--- src/rtl/spi_slave_rx.sv ---
// spi_slave_rx: SPI mode-0 slave; deserialises mosi into rx words and shifts queued tx words out on miso.
//   clk, reset        : system clock, synchronous active-high reset
//   spi_clk_i, cs_i   : SPI clock and active-low chip select (asynchronous to clk)
//   mosi_i, miso_o    : serial data in / out, MSB first
//   tx_data_i/tx_valid_i/tx_ready_o : valid/ready handshake into the one-word holding buffer
//   rx_data_o/rx_valid_o            : last complete received word and its one-cycle strobe
//   busy_o            : frame active
//   frame_error_o     : pulse when cs rises with a partial word
//   tx_underrun_o     : pulse when a word slot is loaded with no word queued
module spi_slave_rx #(
    parameter int WIDTH       = 8,
    parameter int SYNC_STAGES = 2
) (
    input  logic             clk,
    input  logic             reset,
    input  logic             spi_clk_i,
    input  logic             cs_i,
    input  logic             mosi_i,
    output logic             miso_o,
    input  logic [WIDTH-1:0] tx_data_i,
    input  logic             tx_valid_i,
    output logic             tx_ready_o,
    output logic [WIDTH-1:0] rx_data_o,
    output logic             rx_valid_o,
    output logic             busy_o,
    output logic             frame_error_o,
    output logic             tx_underrun_o
);
    localparam int CW = $clog2(WIDTH);
    localparam logic [CW-1:0] LAST = CW'(WIDTH - 1);
    localparam logic IDLE   = 1'b0;
    localparam logic ACTIVE = 1'b1;

    logic [SYNC_STAGES-1:0] sclk_sync_q, cs_sync_q, mosi_sync_q;
    logic                   sclk_prev_q, cs_prev_q;
    logic                   state_q, state_d;
    logic [CW-1:0]          bit_cnt_q, bit_cnt_d;
    logic [WIDTH-1:0]       rx_shift_q, rx_shift_d;
    logic [WIDTH-1:0]       tx_shift_q, tx_shift_d;
    logic [WIDTH-1:0]       rx_data_q, rx_data_d;
    logic [WIDTH-1:0]       hold_q, hold_d;
    logic                   hold_full_q, hold_full_d;
    logic                   rx_valid_q, rx_valid_d;
    logic                   frame_error_q, frame_error_d;
    logic                   underrun_q, underrun_d;
    logic                   sclk_s, cs_s, mosi_s;
    logic                   sclk_rise, sclk_fall, cs_rise, cs_fall;
    logic                   load, accept;

    assign sclk_s    = sclk_sync_q[SYNC_STAGES-1];
    assign cs_s      = cs_sync_q[SYNC_STAGES-1];
    assign mosi_s    = mosi_sync_q[SYNC_STAGES-1];
    assign sclk_rise = sclk_s & ~sclk_prev_q;
    assign sclk_fall = ~sclk_s & sclk_prev_q;
    assign cs_rise   = cs_s & ~cs_prev_q;
    assign cs_fall   = ~cs_s & cs_prev_q;
    assign accept    = tx_valid_i & ~hold_full_q;

    // cs rise outranks any clock edge in the same cycle; a word slot is
    // loaded at frame start and at each falling edge on a word boundary.
    always_comb begin
        state_d       = state_q;
        bit_cnt_d     = bit_cnt_q;
        rx_shift_d    = rx_shift_q;
        tx_shift_d    = tx_shift_q;
        rx_data_d     = rx_data_q;
        rx_valid_d    = 1'b0;
        frame_error_d = 1'b0;
        load          = 1'b0;
        if (state_q == IDLE) begin
            if (cs_fall) begin
                state_d   = ACTIVE;
                bit_cnt_d = '0;
                load      = 1'b1;
            end
        end else if (cs_rise) begin
            state_d       = IDLE;
            frame_error_d = bit_cnt_q != '0;
            bit_cnt_d     = '0;
        end else if (sclk_rise) begin
            rx_shift_d = {rx_shift_q[WIDTH-2:0], mosi_s};
            bit_cnt_d  = bit_cnt_q == LAST ? '0 : bit_cnt_q + 1'b1;
            rx_valid_d = bit_cnt_q == LAST;
            rx_data_d  = bit_cnt_q == LAST ? rx_shift_d : rx_data_q;
        end else if (sclk_fall) begin
            load       = bit_cnt_q == '0;
            tx_shift_d = tx_shift_q << 1;
        end
        tx_shift_d  = load ? (hold_full_q ? hold_q : '0) : tx_shift_d;
        underrun_d  = load & ~hold_full_q;
        // Accept only happens into an empty buffer, so a coincident load sees
        // the old (empty) contents and the new word stays queued.
        hold_d      = accept ? tx_data_i : hold_q;
        hold_full_d = accept | (hold_full_q & ~load);
    end

    always_ff @(posedge clk) begin
        if (reset) begin
            sclk_sync_q   <= '0;
            cs_sync_q     <= '1;
            mosi_sync_q   <= '0;
            sclk_prev_q   <= 1'b0;
            cs_prev_q     <= 1'b1;
            state_q       <= IDLE;
            bit_cnt_q     <= '0;
            rx_shift_q    <= '0;
            tx_shift_q    <= '0;
            rx_data_q     <= '0;
            hold_q        <= '0;
            hold_full_q   <= 1'b0;
            rx_valid_q    <= 1'b0;
            frame_error_q <= 1'b0;
            underrun_q    <= 1'b0;
        end else begin
            sclk_sync_q   <= {sclk_sync_q[SYNC_STAGES-2:0], spi_clk_i};
            cs_sync_q     <= {cs_sync_q[SYNC_STAGES-2:0], cs_i};
            mosi_sync_q   <= {mosi_sync_q[SYNC_STAGES-2:0], mosi_i};
            sclk_prev_q   <= sclk_s;
            cs_prev_q     <= cs_s;
            state_q       <= state_d;
            bit_cnt_q     <= bit_cnt_d;
            rx_shift_q    <= rx_shift_d;
            tx_shift_q    <= tx_shift_d;
            rx_data_q     <= rx_data_d;
            hold_q        <= hold_d;
            hold_full_q   <= hold_full_d;
            rx_valid_q    <= rx_valid_d;
            frame_error_q <= frame_error_d;
            underrun_q    <= underrun_d;
        end
    end

    assign miso_o        = state_q & tx_shift_q[WIDTH-1];
    assign busy_o        = state_q;
    assign tx_ready_o    = ~hold_full_q;
    assign rx_data_o     = rx_data_q;
    assign rx_valid_o    = rx_valid_q;
    assign frame_error_o = frame_error_q;
    assign tx_underrun_o = underrun_q;
endmodule

--- config.mk ---
export PLATFORM = sky130hd
export DESIGN_NAME = spi_slave_rx
export DESIGN_NICKNAME = d
export VERILOG_FILES = /design/src/rtl/spi_slave_rx.sv
export SDC_FILE = /design/constraint.sdc
export NUM_CORES = 1
export LEC_CHECK = 0
export ABC_AREA = 1
export CELL_PAD_IN_SITES_DETAIL_PLACEMENT = 0
export CELL_PAD_IN_SITES_GLOBAL_PLACEMENT = 1
export CORE_MARGIN = 8
export CORE_UTILIZATION = 38
export CTS_CLUSTER_SIZE = 12
export DETAILED_ROUTE_END_ITERATION = 8
export PLACE_DENSITY = 0.88
export REMOVE_ABC_BUFFERS = 1
export SYNTH_ARGS = -nofsm -noshare
export SYNTH_HDL_FRONTEND = slang
export SYNTH_SLANG_ARGS = --single-unit
--- constraint.sdc ---
create_clock -name clk -period 1.7 [get_ports clk]
set_input_delay 0.34 -clock clk [delete_from_list [all_inputs] [get_ports clk]]
set_output_delay 0.34 -clock clk [all_outputs]
set_load 0.05 [all_outputs]
After elaboration in Yosys (flattened, before gate mapping) --
Index checks and enable logic that the tools add are counted.
Word-level totals: bits in registers 47, bits in latches 0, RAM bits 0, bits in read-only memories 0, input bits 14, output and inout bits 14, word-level logic and storage cells 67, memories kept 0
Cells by class: add/sub/neg operators 1, multipliers 0, divide/modulo/power cells 0, order comparisons 0, equal/unequal tests 4, shift operators 0, mux-type cells 18, bitwise gates (word level) 18, reduce and logical (&&, ||, !) cells 11
Operators by type and width (number):
- $mux W8 | 6
- $mux W3 | 5
- $not A1 Y1 | 9
- $and A1 B1 Y1 | 8
- $reduce_and A4 Y1 | 2
- $mux W1 | 7
- $reduce_bool A2 Y1 | 3
- $ne A2 B1 Y1 const B | 2
- $reduce_or A4 Y1 | 1
- $add A3 B1 Y3 const B | 1
- $eq A3 B3 Y1 const B | 1
- $logic_not A3 Y1 | 1
- $ne A3 B1 Y1 const B | 1
- $reduce_and A3 Y1 | 1
- $reduce_bool A3 Y1 | 1
- $reduce_or A3 Y1 | 1
- $reduce_and A2 Y1 | 1
- $or A1 B1 Y1 | 1

Depth between registers and ports, before layout --
depth in word-level cells 9, gate-level depth with buffers 10

Worst setup path after synthesis --
OpenSTA, ideal clock, no wires.
path kind reg-to-reg, start point reg state_q, in the netlist busy_o, end point reg tx_shift_q[4], library setup time 109 ps, arrival time 1449 ps, data required time 1591 ps, path slack 142 ps, cell stages (with the launch flop) 6, path buffers 0, period minus slack after synthesis 1558 ps, path through dfxtp_1 > nand4_2 > nand2_1 > nand3_1 > nand2_1 > inv_1
On the way: word-level cells in the longest chain between the ends 3
Ends and longest elaborated chain:
- start: declaration | line 36 | logic state_q, state_d;
- start signal: assignment | line 120 | state_q <= state_d;
- $mux W1 | line 70 | if (state_q == IDLE) begin
- $ne A2 B1 Y1 (no source line) or $reduce_bool A2 Y1 (tied branches)
- $reduce_and A4 Y1 (no source line)
- end signal: assignment | line 123 | tx_shift_q <= tx_shift_d;
- end: declaration | line 39 | logic [WIDTH-1:0] tx_shift_q, tx_shift_d;
Several ways; a longest one is shown, not always the timed one. A chain may end at the register's enable or synchronous reset.

Worst setup path after layout --
start point reg bit_cnt_q[0], end point reg rx_data_q[2], in the netlist rx_data_o[2]
On the way: word-level cells in the longest chain between the ends 2
Ends and longest elaborated chain:
- start: declaration | line 37 | logic [CW-1:0] bit_cnt_q, bit_cnt_d;
- start signal: assignment | line 121 | bit_cnt_q <= bit_cnt_d;
- $eq A3 B3 Y1 | line 84 | rx_data_d = bit_cnt_q == LAST ? rx_shift_d : rx_data_q;
- $reduce_and A4 Y1 (no source line)
- end signal: assignment | line 124 | rx_data_q <= rx_data_d;
- end: declaration | line 40 | logic [WIDTH-1:0] rx_data_q, rx_data_d;
Every way passes these cells.

==> results summary <==
The final RePlAce weighted congestion came out at ~0.7. The sum of net half-perimeters after detailed placement came out at around 2.7 mm. The worst max-slew margin expressed relative to the limit is 0.781.

The fraction of power consumed by the clock network came out at 0.369. The number of placement rows is 26. The post-cts sizing count came out at 0. The slack of the worst reg-to-reg path is 0.22 ns. The tree is rooted in a clkbuf_8. The worst setup path is launched from a register.

The final period demand of the worst path came out at about 1.5 ns. The worst register-to-register path begins at bit_cnt_q[0]$_SDFFE_PP0P_. The global-route wire length before repair came out at 6.59 mm. The synthesized area per cell is 7.37 sq um. The post-route cell area is 2410 sq um. The endpoint identified for the worst register-to-register timing path is rx_data_o[2]$_SDFFE_PP0P_. The total via count after detailed routing is 1584.

The combinational cell fraction of total power is 0.097. The fraction of final layout cells with drive strength greater than 1 came out at 0.129. The number of nets in the finished design came out at slightly above 300.

For this run, design rule violations remaining after detail routing come to 0. In the finished design, the share of the clock period the worst path needs comes to 0.873. The number of maximum-capacitance constraint violations came out at 0. The sequential group share of total power came out at 0.533.

Global routing finished with a remaining overflow of 0. The instance count of the mapped netlist is 260. TritonCTS built the clock tree.

The multi-input combinational cell area came out at 782 sq um. At the later pin of the worst-skew pair, clock insertion delay measures 0.29 ns. Setup repair after global routing left no endpoint under its margin. The kind of critical path is reg -> reg. The post-synthesis sequential element count is 47. The final max-slew violation count is 0. The worst hold path belongs to the class reg -> reg. Setup violations remaining at the end of the flow were counted as 0. The count of antenna diodes in the layout came out at 0. The fill cell total of the finished layout is a little under 500.

Sorting the synthesized cells by area gives the leading types as dfxtp_1, nand2_1, inv_1, nor2_1, nand3_1. The worst setup path is captured at a register. For this configuration, the core starts out at a cell density of 0.385. The area of the core is 4980 sq um. The share of synthesized area in the top cell type comes to 0.491. The first-pass detailed-route iteration total is 4. The largest buffer count on any clock path is 2. The violation count after the first detailed-routing iteration came out at between 100 and 150.

The floorplan die height came out at 87.0 um. Of all flip-flops after synthesis, the portion carrying an async set or reset was 0. The count of different cell masters after synthesis is 20.

Across the whole layout, storage elements account for 941 sq um. Post-CTS timing repair inserted 0 buffers for setup. The via density per instance is 4.35. The highest clock rate came out at slightly below 700 MHz. The via count of the first global-routing pass is ~1500. The number of flops mapped to enable cells by yosys came out at 0. The most critical setup path has its endpoint at rx_data_o[2]$_SDFFE_PP0P_.

The total CTS buffers is 5. The count of yosys warnings during synthesis is 0. The net switching power figure came out at a little over 0.5 mW. The endpoint required time on the critical path is 1.89 ns.

The global-route usage over all layers is 0.108. The number of hold buffers added after CTS is 0. Cell internal power was estimated by the tool at about 1.7 mW.

The worst clock skew came out at roughly 0.0039 ns. From synthesis to final layout, the design area changed by 26.0%. By count the netlist is led by nand2_1, dfxtp_1, inv_1. Power spread over the standard cell area amounts to 903 nW/um^2.

The die extent in x is 87.0 um. The leakage dissipation came out at approximately 1.2 nW. The pin slew with the least headroom to its limit is 0.327 ns. nand2_1 is the most common cell in the netlist. After clock tree synthesis, the clock-pin slew on the worst setup and hold paths is 0.09 ns.

The number of clock sinks is 47. The detailed-route wire length per cell is 10.1 um. For this block, the routed nets add up to roughly 3.7 mm of wire. The number of primary I/O pins came out at 28.

The hold violation total from the final report is 0. Among all flip-flop cells after synthesis, the most frequent one is dfxtp_1. In this run the cell area of the synthesized design comes to 1920 sq um. Entering global routing, the biggest net connects 35 pins.

The count of cells along the worst register-to-register path came out at 7. The number of levels in the clock H-tree came out at 2. The critical path starts at bit_cnt_q[0]$_SDFFE_PP0P_.

Port buffering added 27 buffers. The instance area after placement came out at 2300 sq um. For this run, the register share of the synthesized area comes to 0.491. The worst IR drop on VDD came out at 0.646 mV.

The synthesized design spends more area on one cell type than any other, namely dfxtp_1. Once detail routing completed, the nets flagged for antenna violations numbered 0. The initial antenna violation count was 0. The flow ran to the end, and the final reports show no timing, DRC or antenna violations. The total die area is 7570 sq um. The switching part of the total came out at 0.232. The arrival time of the worst setup path is approximately 1.7 ns. The final total negative setup slack is 0 ns. The critical-path maximum fanout is 8.
==> worst min-delay path by stage <==
stage	start	end	slack, ns	depth (start not counted)
2_1_floorplan	mosi_sync_q[0]$_SDFF_PP0_	mosi_sync_q[1]$_SDFF_PP0_	0.39	2
3_3_place_gp	sclk_sync_q[0]$_SDFF_PP0_	sclk_sync_q[1]$_SDFF_PP0_	0.39	2
3_5_place_dp	cs_sync_q[0]$_SDFF_PP1_	cs_sync_q[1]$_SDFF_PP1_	0.39	1
4_1_cts	cs_sync_q[0]$_SDFF_PP1_	cs_sync_q[1]$_SDFF_PP1_	0.41	1
5_1_grt	sclk_sync_q[0]$_SDFF_PP0_	sclk_sync_q[1]$_SDFF_PP0_	0.43	2
6_report	mosi_sync_q[0]$_SDFF_PP0_	mosi_sync_q[1]$_SDFF_PP0_	0.41	2
==> layout make-up <==
cell class,instances,share of cell area
Clock inverter,3,0.0181
Sequential cell,47,0.390
Multi-Input combinational cell,162,0.324
Timing Repair Buffer,32,0.134
Inverter,45,0.0699
Tap cell,70,0.0363
Clock buffer,5,0.0285
==> power by group through the flow <==
| stage | logic, mW | registers (mW) | clock network [mW] |
|---|---|---|---|
| finish | 0.212 | 1.16 | 0.805 |
| floorplan | 0.117 | 1.19 | 0 |
| CTS | 0.214 | 1.16 | 0.836 |
| detailed placement | 0.213 | 1.19 | 0 |
| global route | 0.245 | 1.17 | 0.870 |
| global placement | 0.211 | 1.19 | 0 |
==> cell usage in the layout (no fill, tap or decap), types with 3 or more instances in the layout <==
cell | Yosys | layout
nand2_1 | 48 | 48
dfxtp_1 | 47 | 47
inv_1 | 43 | 43
nor2_1 | 35 | 35
nand3_1 | 22 | 22
o21ai_0 | 22 | 22
buf_4 | 0 | 15
clkdlybuf4s50_1 | 0 | 13
a21oi_1 | 12 | 12
nand3b_1 | 7 | 7
clkbuf_8 | 0 | 5
nor3_1 | 4 | 4
buf_12 | 0 | 4
ha_1 | 3 | 3
==> critical path, stage by stage (launching register included) <==
cell and delay, ns:
dfxtp_1 0.38, ha_1 0.17, ha_1 0.24, nand3_1 0.16
nor2_4 0.20, inv_1 0.10, nand3_1 0.07, o21ai_0 0.07
==> sequential cells by signal, summed over array words and instances, names as in the netlist <==
name,cells
bit_cnt_q,3
busy_o,1
cs_prev_q,1
cs_sync_q,2
frame_error_o,1
hold_full_q,1
hold_q,8
mosi_sync_q,2
rx_data_o,8
rx_shift_q,7
rx_valid_o,1
sclk_prev_q,1
sclk_sync_q,2
tx_shift_q,8
tx_underrun_o,1
==> through the flow <==
step                      std cells  power [mW]  setup slack (ns)  hold WS [ns]  utilization
after floorplan                 254        1.31             0.142         0.388            -
after global placement          356        1.40             0.257         0.389        0.462
after CTS                       364        2.21             0.143         0.414        0.484
final                           364        2.18             0.215         0.412        0.485
after detailed placement        356        1.40             0.143         0.394        0.462
after global routing            364        2.28            0.0624         0.433        0.485
==> metal layers <==
layer | GRT usage | part of all wire | vias to the layer above
met2 | 0.171 | 0.46 | 24
met5 | 0 | 0 | -
li1 | - | - | 875
met3 | 0.0264 | 0.036 | 4
met4 | 0.0610 | 0.017 | 0
met1 | 0.130 | 0.48 | 681
==> cell families (layout without fill, tap and decap cells) <==
family                     Yosys count  after routing  synth area share
AOI/OAI and AO/OA                   35             35            0.0933
adders and majority gates            3              3            0.0196
buffers and inverters               51             85             0.104
DFF                                 47             47             0.491
and+or+nand+nor                    124            124             0.292
No activity file was read; power rests on OpenSTA's default activity.
